<file path="config.mk">
export PLATFORM = sky130hd
export DESIGN_NAME = ctrl_sequencer
export DESIGN_NICKNAME = d
export VERILOG_FILES = /design/src/rtl/ctrl_sequencer.sv
export SDC_FILE = /design/constraint.sdc
export NUM_CORES = 1
export LEC_CHECK = 0
export CAP_MARGIN = 30
export CORE_AREA = 2 2 56 58
export DETAILED_ROUTE_END_ITERATION = 10
export DIE_AREA = 0 0 58 60
export PLACE_DENSITY_LB_ADDON = 0.12
export SLEW_MARGIN = 20
export SYNTH_ARGS = -nofsm -noshare
export SYNTH_HDL_FRONTEND = slang
export SYNTH_SLANG_ARGS = --single-unit
</file>
<file path="constraint.sdc">
create_clock -name clk -period 2.7 [get_ports clk]
set_clock_uncertainty 0.05 [all_clocks]
set_input_delay 0.27 -clock clk [delete_from_list [all_inputs] [get_ports clk]]
set_output_delay 0.27 -clock clk [all_outputs]
set_load 0.005 [all_outputs]
</file>
<file path="src/rtl/ctrl_sequencer.sv">
// Multi-cycle control sequencer: FETCH/DECODE/EXEC/MEM/WB with memory handshake.
// Optional CTRL_PERF_CNT_EN adds retired/stall_cycles performance counters.
module ctrl_sequencer #(
  parameter int IW          = 9,
  parameter int AW          = 4,
  parameter int OPW         = 5,
  parameter int MEM_TIMEOUT = 15
) (
  input  logic           clk,
  input  logic           rst,
  input  logic [IW-1:0]  instr,
  input  logic           instr_valid,
  input  logic           mem_ready,
  output logic           fetch_req,
  output logic           pc_en,
  output logic           branch,
  output logic           immed,
  output logic           alu_src,
  output logic           mem_to_reg,
  output logic           flag_write,
  output logic           mem_read,
  output logic           mem_write,
  output logic           reg_write,
  output logic [2:0]     flag,
  output logic [AW-1:0]  rd_addr_a,
  output logic [AW-1:0]  rd_addr_b,
  output logic [AW-1:0]  w_addr,
  output logic [OPW-1:0] alu_op,
  output logic           done,
`ifdef CTRL_PERF_CNT_EN
  output logic [31:0]    retired,
  output logic [31:0]    stall_cycles,
`endif
  output logic           err_timeout
);

  localparam int unsigned NR = 1 << AW;
  localparam logic [AW-1:0] RA = AW'(NR - 8);
  localparam logic [AW-1:0] RB = AW'(NR - 7);
  localparam logic [AW-1:0] RS = AW'(NR - 2);
  localparam logic [AW-1:0] RM = AW'(NR - 1);
  localparam int CW = $clog2(MEM_TIMEOUT + 1);

  typedef enum logic [2:0] {
    S_FETCH, S_DECODE, S_EXEC, S_MEM, S_WB, S_HALT
  } state_t;

  typedef enum logic [3:0] {
    K_NOP, K_ALU, K_SHIFT, K_LOAD, K_STORE,
    K_LI, K_MOV, K_JUMP, K_FLAG, K_HALT
  } kind_t;

  state_t         state, nxt;
  kind_t          kind;
  logic [8:0]     op_q;
  logic [CW-1:0]  cnt_q;
  logic           err_q;
  logic           started_q;
  logic           act;
  logic           tmo;
  logic           d_br, d_im, d_as, d_mtr, d_fw;
  logic [2:0]     d_fl;
  logic [AW-1:0]  d_ra, d_rb, d_wa;
  logic [OPW-1:0] d_alu;

  if (IW > 9) begin : g_imm
    logic unused_imm;
    assign unused_imm = ^instr[IW-10:0];
  end

  // opcode classification and the controls each class drives
  always_comb begin
    kind  = K_NOP;
    d_br  = 1'b0;
    d_im  = 1'b0;
    d_as  = 1'b0;
    d_mtr = 1'b0;
    d_fw  = 1'b0;
    d_fl  = 3'b000;
    d_ra  = RA;
    d_rb  = RB;
    d_wa  = RM;
    d_alu = '0;
    unique case (1'b1)
      op_q[8]: begin
        if (op_q[7:0] == 8'hff) begin
          kind = K_HALT;
        end else begin
          kind  = K_MOV;
          d_ra  = AW'(op_q[3:0]);
          d_rb  = AW'(op_q[3:0]);
          d_wa  = AW'(op_q[7:4]);
          d_alu = OPW'(5'b00010);
        end
      end
      op_q[8:6] == 3'b010: begin
        kind = K_JUMP;
        d_br = 1'b1;
        d_im = 1'b1;
      end
      op_q[8:3] == 6'b000111: begin
        if (op_q[2:0] < 3'd5) begin
          kind = K_FLAG;
          d_fw = 1'b1;
          d_fl = op_q[2:0];
        end
      end
      op_q[8:6] == 3'b000 && op_q[5:3] != 3'b111: begin
        kind  = K_ALU;
        d_alu = OPW'(op_q[5:3]);
        d_wa  = AW'(op_q[2:0]);
      end
      op_q[8:4] == 5'b00100: begin
        kind  = K_SHIFT;
        d_alu = op_q[3] ? OPW'(5'b01111) : OPW'(5'b01110);
        d_as  = |op_q[2:0];
        d_wa  = RS;
      end
      op_q[8:4] == 5'b00101: begin
        kind  = op_q[3] ? K_STORE : K_LOAD;
        d_ra  = AW'(op_q[2:0]);
        d_rb  = AW'(op_q[2:0]);
        d_alu = OPW'(5'b00010);
        d_mtr = ~op_q[3];
      end
      op_q[8:5] == 4'b0110: begin
        kind = K_LI;
        d_im = 1'b1;
      end
      default: ;
    endcase
  end

  // state register
  always_ff @(posedge clk or posedge rst) begin
    if (rst) state <= S_FETCH;
    else     state <= nxt;
  end

  // instruction latch, memory wait counter, sticky timeout
  always_ff @(posedge clk or posedge rst) begin
    if (rst) begin
      op_q      <= '0;
      cnt_q     <= '0;
      err_q     <= 1'b0;
      started_q <= 1'b0;
    end else begin
      started_q <= 1'b1;
      err_q     <= err_q | tmo;
      if (state == S_FETCH && instr_valid)
        op_q <= instr[IW-1 -: 9];
      if (state == S_MEM && nxt == S_MEM)
        cnt_q <= cnt_q + 1'b1;
      else
        cnt_q <= '0;
    end
  end

  // next state and per-state strobes
  always_comb begin
    nxt       = state;
    act       = 1'b0;
    tmo       = 1'b0;
    fetch_req = 1'b0;
    pc_en     = 1'b0;
    mem_read  = 1'b0;
    mem_write = 1'b0;
    reg_write = 1'b0;
    done      = 1'b0;
    unique case (state)
      S_FETCH: begin
        fetch_req = started_q;
        if (instr_valid) nxt = S_DECODE;
      end
      S_DECODE: begin
        act = 1'b1;
        nxt = S_EXEC;
      end
      S_EXEC: begin
        act = 1'b1;
        if (kind == K_LOAD || kind == K_STORE)
          nxt = S_MEM;
        else if (kind == K_HALT)
          nxt = S_HALT;
        else
          nxt = S_WB;
      end
      S_MEM: begin
        act       = 1'b1;
        mem_read  = (kind == K_LOAD);
        mem_write = (kind == K_STORE);
        if (mem_ready) begin
          nxt = S_WB;
        end else if (cnt_q == CW'(MEM_TIMEOUT - 1)) begin
          tmo = 1'b1;
          nxt = S_HALT;
        end
      end
      S_WB: begin
        act       = 1'b1;
        pc_en     = 1'b1;
        reg_write = kind inside {K_ALU, K_SHIFT, K_LOAD,
                                 K_LI, K_MOV};
        nxt       = S_FETCH;
      end
      S_HALT: done = 1'b1;
      default: nxt = S_FETCH;
    endcase
  end

  assign branch      = act & d_br;
  assign immed       = act & d_im;
  assign alu_src     = act & d_as;
  assign mem_to_reg  = act & d_mtr;
  assign flag_write  = act & d_fw;
  assign flag        = act ? d_fl  : 3'b000;
  assign rd_addr_a   = act ? d_ra  : RA;
  assign rd_addr_b   = act ? d_rb  : RB;
  assign w_addr      = act ? d_wa  : RM;
  assign alu_op      = act ? d_alu : '0;
  assign err_timeout = err_q;

`ifdef CTRL_PERF_CNT_EN
  // saturating retire and stall counters
  always_ff @(posedge clk or posedge rst) begin
    if (rst) begin
      retired      <= '0;
      stall_cycles <= '0;
    end else begin
      if (pc_en && retired != '1)
        retired <= retired + 32'd1;
      if (((state == S_MEM && !mem_ready) ||
           (state == S_FETCH && !instr_valid)) &&
          stall_cycles != '1)
        stall_cycles <= stall_cycles + 32'd1;
    end
  end
`endif

endmodule

</file>
# After elaboration in Yosys (flattened, before gate mapping)
# Cells that the tools add are included.
[op_classes]
n_mux = 43
magnitude_cmp = 1
addsub = 1
eq_ne = 21
bitwise_logic = 7
n_reduce_logical = 10
[ops]
columns = ["op", "count"]
rows = [
  ["$mux 4", 9],
  ["$pmux 4 s7", 1],
  ["$mux 3", 8],
  ["$mux 1", 18],
  ["$eq 4x3->1 const B", 4],
  ["$pmux 4 s2", 2],
  ["$pmux 4 s4", 1],
  ["$pmux 3 s5", 1],
  ["$eq 3x2->1 const B", 4],
  ["$pmux 4 s3", 1],
  ["$eq 5x3->1 const B", 2],
  ["$eq 4x2->1 const B", 2],
  ["$eq 4x4->1 const B", 2],
  ["$eq 8x8->1 const B", 1],
  ["$eq 3x3->1 const B", 2],
  ["$eq 6x3->1 const B", 1],
  ["$logic_not 3->1", 2],
  ["$and 1x1->1", 5],
  ["$mux 5", 1],
  ["$reduce_bool 5->1", 1],
  ["$add 4x1->4 const B", 1],
  ["$eq 4x1->1 const B", 1],
  ["$reduce_or 4->1", 1],
  ["$eq 3x1->1 const B", 1],
  ["other kinds (9)", 11],
]
[word_totals]
output_inout_bits = 32
reg_bits = 18

# Longest topological paths before layout
# Gate-level depths: netlist of the first run.
[depth]
depth_word = 10
ltp_mapped = 6

# Least setup slack after synthesis of the first run
# Ideal clock, no wire load.
[synth_timing]
path_kind = "register to output"
startpoint = "register op_q[8]"
endpoint = "output port rd_addr_b[1]"
required_time_ns = 2.380
n_path_buf = 2
setup_slack_ns = 1.038
t_arrival_ns = 1.342
stages_incl_launch_ff = 7
path_cell_list = "dfrtp_1 -> buf_6 -> nor4b_4 -> nand2_1 -> o21ai_0 -> and3_1 -> buf_4"
[synth_via]
elab_chain_cells = 3
[synth_lines]
columns = ["element", "line", "rtl"]
rows = [
  ["start, declared", "55", "logic [8:0] op_q;"],
  ["start signal, assigned", "151", "op_q <= instr[IW-1 -: 9];"],
  ["$eq 5x3->1", "119", "op_q[8:4] == 5'b00101: begin"],
  ["$pmux 4 s2 (*)", "84", "unique case (1'b1)"],
  ["$mux 4 (*)", "218", "assign rd_addr_b = act ? d_rb : RB;"],
  ["end, declared", "26", "output logic [AW-1:0] rd_addr_b,"],
]
# Mark *: on every way between the ends. The rest lies on a longest branch, timed or not.

# Worst setup path in the final report of the first run
[layout_timing]
startpoint = "register op_q[8]"
endpoint = "output port w_addr[1]"
[layout_via]
elab_chain_cells = 4
[layout_lines]
columns = ["element", "line", "rtl"]
rows = [
  ["$logic_not 3->1", "108", "op_q[8:6] == 3'b000 && op_q[5:3] != 3'b111: begin"],
  ["$logic_and 1x1->1", "108", ""],
  ["$pmux 4 s3 (*)", "84", ""],
  ["$mux 4 (*)", "219", "assign w_addr = act ? d_wa : RM;"],
  ["end, declared", "27", "output logic [AW-1:0] w_addr,"],
]
# Marked as above.

==> results of run 1 <==
-- power by group through the flow --
stage | registers, mW | clock network, mW | logic (mW)
2_1_floorplan | 0.416 | 0 | 0.820
3_3_place_gp | 0.591 | 0 | 0.941
3_5_place_dp | 0.598 | 0 | 0.949
4_1_cts | 0.590 | 0.171 | 0.957
5_1_grt | 0.628 | 0.188 | 1.04
6_report | 0.601 | 0.170 | 0.943
-- placed cells by master, fill, tap and decap left out, types with 3 or more instances in the layout --
| cell type | netlist | routed |
|---|---|---|
| a21oi_1 | 3 | 3 |
| and2_1 | 6 | 6 |
| and3_1 | 3 | 3 |
| clkbuf_4 | 0 | 3 |
| clkdlybuf4s50_1 | 0 | 43 |
| dfrtp_1 | 18 | 13 |
| dfrtp_2 | 0 | 5 |
| inv_1 | 4 | 4 |
| mux2_2 | 6 | 6 |
| nand2_1 | 11 | 11 |
| nand3_1 | 3 | 3 |
| nor2_1 | 9 | 9 |
| nor3_1 | 6 | 6 |
| nor3_2 | 3 | 3 |
| nor3b_1 | 3 | 3 |
| o211ai_1 | 4 | 4 |
| o21ai_0 | 5 | 5 |
-- state kept, by name (all words and copies together) (netlist names) --
signal       flops
started_q        1
err_timeout      1
state            3
cnt_q            4
op_q             9
-- per-layer routing --
metal | vias up | wire length, um | GRT usage (%)
li1 | 530 | - | -
met1 | 533 | 1350 | 25.2
met2 | 38 | 1410 | 31.2
met3 | 2 | 138 | 2.81
met4 | 0 | 10 | 4.98
met5 | - | 0 | 0
-- cell usage after synthesis, types with 3 or more instances --
cell      number  share of area (%)
inv_1          4                1.1
nor3b_1        3                1.7
o211ai_1       4                2.3
nand3_1        3                1.1
buf_6          4                3.4
buf_4          8                4.5
a21oi_1        3                1.1
nor3_2         3                2.3
nor2_1         9                2.5
nor3_1         6                2.3
nand2_1       11                3.1
dfrtp_1       18                 34
mux2_2         6                5.1
and3_1         3                1.4
and2_1         6                2.8
o21ai_0        5                1.9
-- repair_timing --
| item | in CTS | in global routing |
|---|---|---|
| hold buffers | 0 | 0 |
| setup endpoints to repair | 0 | 12 |
| resized for setup | 0 | 5 |
-- cell type report --
cell class | count | area (sq um)
repair buffers | 43 | 430
flip-flops and latches | 18 | 457
inverters | 4 | 15.0
multi-input cells | 98 | 744
fillers | 275 | 1180
clock buffers | 4 | 36.3
well taps | 33 | 41.3
-- how the worst max path moves through the flow --
stage | slack (ns) | to | cells past startpoint
floorplan | 1.04 | rd_addr_b[1] | 6
global placement | 0.49 | rd_addr_a[1] | 5
detailed placement | 0.44 | alu_op[1] | 5
CTS | 0.12 | w_addr[1] | 5
global route | -0.004 | rd_addr_b[1] | 5
finish | 0.17 | w_addr[1] | 5
-- worst max-delay path, stage by stage, from the launching register on --
cell and delay, ns:
dfrtp_2 0.51, nor3_2 0.27, and2_1 0.30, o211ai_2 0.11, a221o_1 0.28, clkdlybuf4s50_1 0.44
-- metrics by stage --
| step | power [mW] | area [sq um] |
|---|---|---|
| after floorplan | 1.24 | 1330 |
| after global placement | 1.53 | 1680 |
| after detailed placement | 1.55 | 1680 |
| after CTS | 1.72 | 1720 |
| after global routing | 1.86 | 1720 |
| final | 1.71 | 1720 |
-- kinds of logic (layout without fill, tap and decap cells) --
logic type | count (synthesis) | count (layout) | share of synthesized area, %
xor+xnor | 4 | 4 | 5.48
simple gates | 59 | 59 | 28.3
flops | 18 | 18 | 34.0
compound gates | 23 | 23 | 13.2
buf+inv | 18 | 51 | 9.82
mux | 8 | 8 | 6.70
fa+ha+maj | 2 | 2 | 1.89
other cells | 2 | 2 | 0.567
==> impl_metrics.csv, run 1 <==
group,metric,value,unit
setup_path,path_max_fanout,11,
synthesis,async_flop_share,100,%
cts,cts_sinks,18,
cts,cts_tree,"done",
synthesis,syn_area,1330,sq um
status,status,"finished clean",
placement,hpwl,2270,um
power,p_int,0.995,mW
setup_path,end_kind,"primary output",
power,combinationalPowerShare,55.0,%
cts,clk_pin_slew,0.11,ns
setup_path,reg2reg_depth,3,
timing,hold_violations,0,
synthesis,synth_edf_count,0,
cts,cts_made_buffers,3,
setup_path,cp-startpoint,"op_q[8]$_DFFE_PP0P_",
timing,slew_headroom,53.9,%
timing,worst_slack,0.173,ns
grt,grt_max_degree,19,
finish,instances_no_fill,200,
floorplan,ioPinCount,45,
synthesis,synth-main-ff-cell,"dfrtp_1",
floorplan,start_util,45.6,%
grt,grt.overflow.total,0,
setup_path,timing.rr.end,"op_q[0]$_DFFE_PP0P_",
floorplan,die_width,58,um
power,p_clk_share,9.9,%
timing,setup_viol,0,
synthesis,syn-mean-instance-area,9.89,sq um
timing,hold_ws,0.337,ns
setup_path,r2r_setup_slack,0.89,ns
finish,diodes,0,
cts,cts.path.max_buffers,2,
finish,fin_nets,183,
timing,tightest_slew,0.691,ns
grt,antenna_found_initial,0,
timing,fmax,396,MHz
grt,grt_pass1_vias,1072,
setup_path,worstPathArrival,2.21,ns
power,switching_share,42.0,%
timing,period_share,93.6,%
drt,wl,2910,um
placement,preCtsSetupSlack,0.436,ns
drt,post_drt_wl_per_cell,14.6,um
drt,route.detailed.drc,0,
placement,place_congestion,0.885,
floorplan,core-area,2900,sq um
drt,drt_first_iter_violations,36,
grt,track_usage,18.6,%
finish,drive_above_1_share,18.6,%
cts,ctsRootBufferMaster,"clkbuf_4",
synthesis,ys_seq_area_share,34.0,%
placement,place_inst,196,
floorplan,die_area,3480,sq um
synthesis,synth_cell_types,48,
power,p_sw,0.720,mW
cts,clock_latency,0.29,ns
drt,ant_nets,0,
power,seqPwrFrac,35.0,%
flow_run,max_cap_viol_count,0,
synthesis,ys_warn_count,0,
synthesis,synth-seq-cells,18,
cts,htreeDepth,1,
finish,final_util,59.4,%
drt,routed-via-count,1103,
timing,slew_viol_final,0,
setup_path,rr_startpoint,"state[2]$_DFF_PP0_",
drt,viasPerCell,5.52,
power,power.density,994,nW/um^2
timing,setup_tns,0,ns
setup_path,cp.required,2.38,ns
placement,portBuffers,43,
grt,grt_pass1_wl,4900,um
synthesis,synth_cells,134,
finish,area_growth,30.1,%
power,irDropWorstVdd,0.647,mV
setup_path,crit_type,"flop to primary output",
power,power_leakage,0.674,nW
cts,post_cts_buffers,0,
synthesis,syn-num-nets,149,
timing,finalCriticalPeriod,2.53,ns
drt,dr.pass1.iters,4,
floorplan,die_y,60,um
floorplan,rows,20,
hold_path,hp-class,"input pin to asynchronous set/reset pin",
setup_path,critPathLaunchType,"flop",
No activity file was read; power rests on OpenSTA's default activity.
==> run 2: changes to the inputs <==
--- a/config.mk
+++ b/config.mk
@@ -6,9 +6,9 @@
 export NUM_CORES = 1
 export LEC_CHECK = 0
 export CAP_MARGIN = 30
-export CORE_AREA = 2 2 56 58
+export CORE_AREA = 2 2 47 67
 export DETAILED_ROUTE_END_ITERATION = 10
-export DIE_AREA = 0 0 58 60
+export DIE_AREA = 0 0 49 69
 export PLACE_DENSITY_LB_ADDON = 0.12
 export SLEW_MARGIN = 20
 export SYNTH_ARGS = -nofsm -noshare
==> impl_metrics.csv, run 2 (synthesis gave the netlist of run 1 again) <==
group,metric,value,unit
drt,dr.pass1.iters,4,
status,status,"finished clean",
grt,antenna_found_initial,0,
cts,htreeDepth,1,
finish,top_regs,"op_q: 9 flops, cnt_q: 4 flops, state: 3 flops",
setup_path,timing.rr.end,"op_q[0]$_DFFE_PP0P_",
finish,final_util,62.4,%
power,fin_total_pwr,1.76,mW
finish,instances_no_fill,204,
finish,final_area,1740,sq um
setup_path,path_max_fanout,11,
floorplan,start_util,47.5,%
grt,track_usage,19.4,%
grt,grt_max_degree,19,
setup_path,cp.required,2.38,ns
cts,ctsRootBufferMaster,"clkbuf_8",
power,power.density,1010,nW/um^2
finish,diodes,0,
timing,tightest_slew,0.670,ns
drt,viasPerCell,5.40,
floorplan,rows,23,
floorplan,die_width,49,um
hold_path,hp-class,"input pin to asynchronous set/reset pin",
timing,hold_ws,0.362,ns
floorplan,core-area,2790,sq um
cts,clock_latency,0.25,ns
finish,layout_common_cells,"clkdlybuf4s50_1 (43), dfrtp_1 (18), nand2_1 (11), nor2_1 (9)",
setup_path,crit_type,"flop to primary output",
setup_path,endpoint,"alu_op[1]",
placement,place_inst,200,
drt,routed-via-count,1101,
placement,hpwl,2300,um
timing,hold_violations,0,
finish,fin_nets,183,
drt,route.detailed.drc,0,
grt,grt_pass1_vias,1171,
setup_path,reg2reg_depth,3,
finish,top_register,"op_q",
finish,drive_above_1_share,15.6,%
cts,cts-resized-gates,0,
flow_run,max_cap_viol_count,0,
drt,drt_first_iter_violations,24,
placement,place_congestion,0.857,
setup_path,r2r_setup_slack,0.79,ns
setup_path,end_kind,"primary output",
finish,largest_register_ffs,9,
setup_path,cp-startpoint,"op_q[8]$_DFFE_PP0P_",
placement,portBuffers,43,
cts,clk_pin_slew,0.06,ns
grt,grt.overflow.total,0,
timing,slew_headroom,55.3,%
finish,mostFrequentLayoutCell,"clkdlybuf4s50_1",
floorplan,die_y,69,um
timing,fmax,398,MHz
setup_path,worstPathArrival,2.19,ns
timing,setup_tns,0,ns
cts,cts_tree,"done",
drt,ant_nets,0,
placement,preCtsSetupSlack,0.451,ns
placement,dpl_cell_area,1690,sq um
setup_path,rr_startpoint,"state[2]$_DFF_PP0_",
timing,period_share,93.1,%
power,power_leakage,0.687,nW
drt,post_drt_wl_per_cell,14.7,um
timing,finalCriticalPeriod,2.51,ns
cts,hold_buffers,0,
finish,area_growth,31.4,%
cts,cts_made_buffers,3,
floorplan,ioPinCount,45,
power,irDropWorstVdd,0.683,mV
setup_path,critPathLaunchType,"flop",
cts,post_cts_buffers,0,
floorplan,die_area,3380,sq um
timing,worst_slack,0.187,ns
cts,cts_sinks,18,
timing,setup_viol,0,
timing,rsz0062_at_grt,"no",
cts,cts.path.max_buffers,2,
timing,slew_viol_final,0,
drt,wl,2990,um
grt,grt_pass1_wl,5240,um
[run 2: how the worst min path moves through the flow]
stage	start	to	slack (ns)	cells past startpoint
finish	rst	op_q[0]$_DFFE_PP0P_	0.36	2
global route	rst	started_q$_DFF_PP0_	0.44	2
CTS	rst	op_q[6]$_DFFE_PP0P_	0.39	2
detailed placement	err_timeout$_DFF_PP0_	err_timeout$_DFF_PP0_	0.43	1
global placement	err_timeout$_DFF_PP0_	err_timeout$_DFF_PP0_	0.40	1
floorplan	rst	cnt_q[0]$_DFF_PP0_	0.16	1
[run 2: report_power, final]
part	internal [mW]	leakage, nW	switching (mW)
Clock	0.129	0.0288	0.0833
Sequential	0.355	0.227	0.248
Combinational	0.550	0.431	0.395
Total	1.03	0.687	0.726
[run 2: routing by layer]
metal | up-vias | wire [um] | part of all wire (%) | track usage, %
li1 | 525 | - | - | -
met1 | 531 | 1180 | 39 | 21.3
met2 | 38 | 1630 | 54 | 35.8
met3 | 7 | 110 | 3.7 | 2.16
met4 | 0 | 68 | 2.3 | 9.84
met5 | - | 0 | 0 | 0
[run 2: area by class of cell]
cell class              instances  area [sq um]
clock buffers                   4          55.1
fillers                       270          1050
inverters                       4          15.0
multi-input cells              98           744
flip-flops and latches         18           450
well taps                      37          46.3
repair buffers                 43           430
[run 2: worst max-delay path, cell delays in order, from the launching register on]
cell and delay, ns:
dfrtp_1 0.59, inv_1 0.19, nor4_2 0.43, a2bb2oi_1 0.22, nor2_1 0.06, clkdlybuf4s50_1 0.45
==> run 3: changes to the inputs <==
--- a/config.mk
+++ b/config.mk
@@ -6,9 +6,11 @@
 export NUM_CORES = 1
 export LEC_CHECK = 0
 export CAP_MARGIN = 30
-export CORE_AREA = 2 2 47 67
+export CELL_PAD_IN_SITES_DETAIL_PLACEMENT = 1
+export CELL_PAD_IN_SITES_GLOBAL_PLACEMENT = 1
+export CORE_AREA = 2 2 55 77
 export DETAILED_ROUTE_END_ITERATION = 10
-export DIE_AREA = 0 0 49 69
+export DIE_AREA = 0 0 57 79
 export PLACE_DENSITY_LB_ADDON = 0.12
 export SLEW_MARGIN = 20
 export SYNTH_ARGS = -nofsm -noshare
==> impl_metrics.csv, run 3 (synthesis gave the netlist of run 1 again) <==
group,metric,value,unit
floorplan,core-area,3850,sq um
power,irDropWorstVdd,0.537,mV
status,status,"finished clean",
timing,slew_headroom,53.8,%
cts,cts-resized-gates,0,
floorplan,die_area,4500,sq um
cts,cts_made_buffers,3,
timing,finalCriticalPeriod,2.55,ns
placement,preCtsSetupSlack,0.346,ns
timing,worst_slack,0.145,ns
floorplan,ioPinCount,45,
cts,hold_buffers,0,
finish,top_regs,"op_q: 9 flops, cnt_q: 4 flops, state: 3 flops",
setup_path,end_kind,"primary output",
timing,tightest_slew,0.693,ns
power,power_leakage,0.687,nW
grt,grt_max_degree,19,
drt,viasPerCell,5.26,
grt,antenna_found_initial,0,
cts,htreeDepth,1,
setup_path,critPathSlowestCell,"dfrtp_1",
finish,layout_common_cells,"clkdlybuf4s50_1 (43), dfrtp_1 (18), nand2_1 (11), nor2_1 (9)",
cts,ctsRootBufferMaster,"clkbuf_8",
finish,final_util,45.4,%
cts,cts_tree,"done",
timing,rsz0062_at_grt,"no",
finish,drive_above_1_share,15.6,%
floorplan,die_width,57,um
cts,clk_pin_slew,0.07,ns
finish,top_register,"op_q",
drt,dr.pass1.iters,4,
hold_path,hp-class,"input pin to asynchronous set/reset pin",
finish,multi_input_area,744,sq um
drt,ant_nets,0,
finish,register_area,450,sq um
grt,grt_pass1_vias,1178,
cts,cts.path.max_buffers,2,
floorplan,rows,27,
floorplan,start_util,34.4,%
placement,place_congestion,0.768,
power,power.density,1020,nW/um^2
finish,area_growth,32.0,%
setup_path,worst_path_most_repeated_cell,"nor3b_1",
grt,track_usage,15.7,%
finish,largest_register_ffs,9,
cts,post_cts_buffers,0,
flow_run,max_cap_viol_count,0,
setup_path,worstPathCellList,"nor3b_1 > nor3b_1 > clkdlybuf4s50_1",
drt,wl,3310,um
setup_path,crit_type,"flop to primary output",
placement,hpwl,2690,um
drt,routed-via-count,1105,
finish,fillCellCount,456,
timing,period_share,94.6,%
setup_path,cp.required,2.38,ns
timing,setup_viol,0,
timing,setup_tns,0,ns
timing,fmax,391,MHz
cts,clock_latency,0.25,ns
timing,hold_violations,0,
timing,slew_viol_final,0,
finish,diodes,0,
setup_path,worstPathArrival,2.23,ns
finish,mostFrequentLayoutCell,"clkdlybuf4s50_1",
drt,post_drt_wl_per_cell,15.8,um
floorplan,die_y,79,um
setup_path,critPathLaunchType,"flop",
power,fin_total_pwr,1.78,mW
placement,portBuffers,43,
grt,grt_pass1_wl,5470,um
drt,drt_first_iter_violations,12,
grt,grt.overflow.total,0,
setup_path,path_max_fanout,10,
finish,fin_nets,183,
cts,cts_sinks,18,
setup_path,max_stage_delay,0.69,ns
drt,route.detailed.drc,0,
-- run 3: final timing paths --
path	start	end	slack [ns]	depth (start not counted)
max in group asynchronous	rst	op_q[7]$_DFFE_PP0P_	1.79	2
setup reg to reg	state[2]$_DFF_PP0_	op_q[1]$_DFFE_PP0P_	0.77	3
hold reg to reg	err_timeout$_DFF_PP0_	err_timeout$_DFF_PP0_	0.43	1
hold / removal	rst	started_q$_DFF_PP0_	0.37	2
setup / recovery	state[2]$_DFF_PP0_	reg_write	0.15	3
min in group clk	err_timeout$_DFF_PP0_	err_timeout$_DFF_PP0_	0.43	1
-- run 3: routing by layer --
metal  share of wire (%)  track usage [%]
met4                 1.3             6.05
met2                  56             30.1
met1                  39             16.9
met3                 3.5             2.12
met5                   0                0
-- run 3: layout make-up --
class / instances / share of cell area, %
clock buffer: 4 / 3.15
inverter: 4 / 0.858
multi-input combinational: 98 / 42.6
sequential: 18 / 25.8
tap: 43 / 3.08
timing repair buffer: 43 / 24.6
-- run 3: power by group --
part           internal (mW)  switching (mW)
Sequential             0.355           0.251
Clock                  0.130          0.0878
Combinational          0.550           0.402
Total                   1.03           0.741
-- run 3: per-stage QoR --
step	cell area [sq um]	hold WS [ns]	instances
global placement	1690	0.410	206
CTS	1750	0.396	210
floorplan	1330	0.159	134
global route	1750	0.447	210
detailed placement	1690	0.418	206
finish	1750	0.372	210
-- run 3: critical path, delay by kind of cell (launching register included) --
family	cells	cell delay, ns
AND/OR/NAND/NOR	2	0.73
flip-flops	1	0.69
buffers and inverters	1	0.56
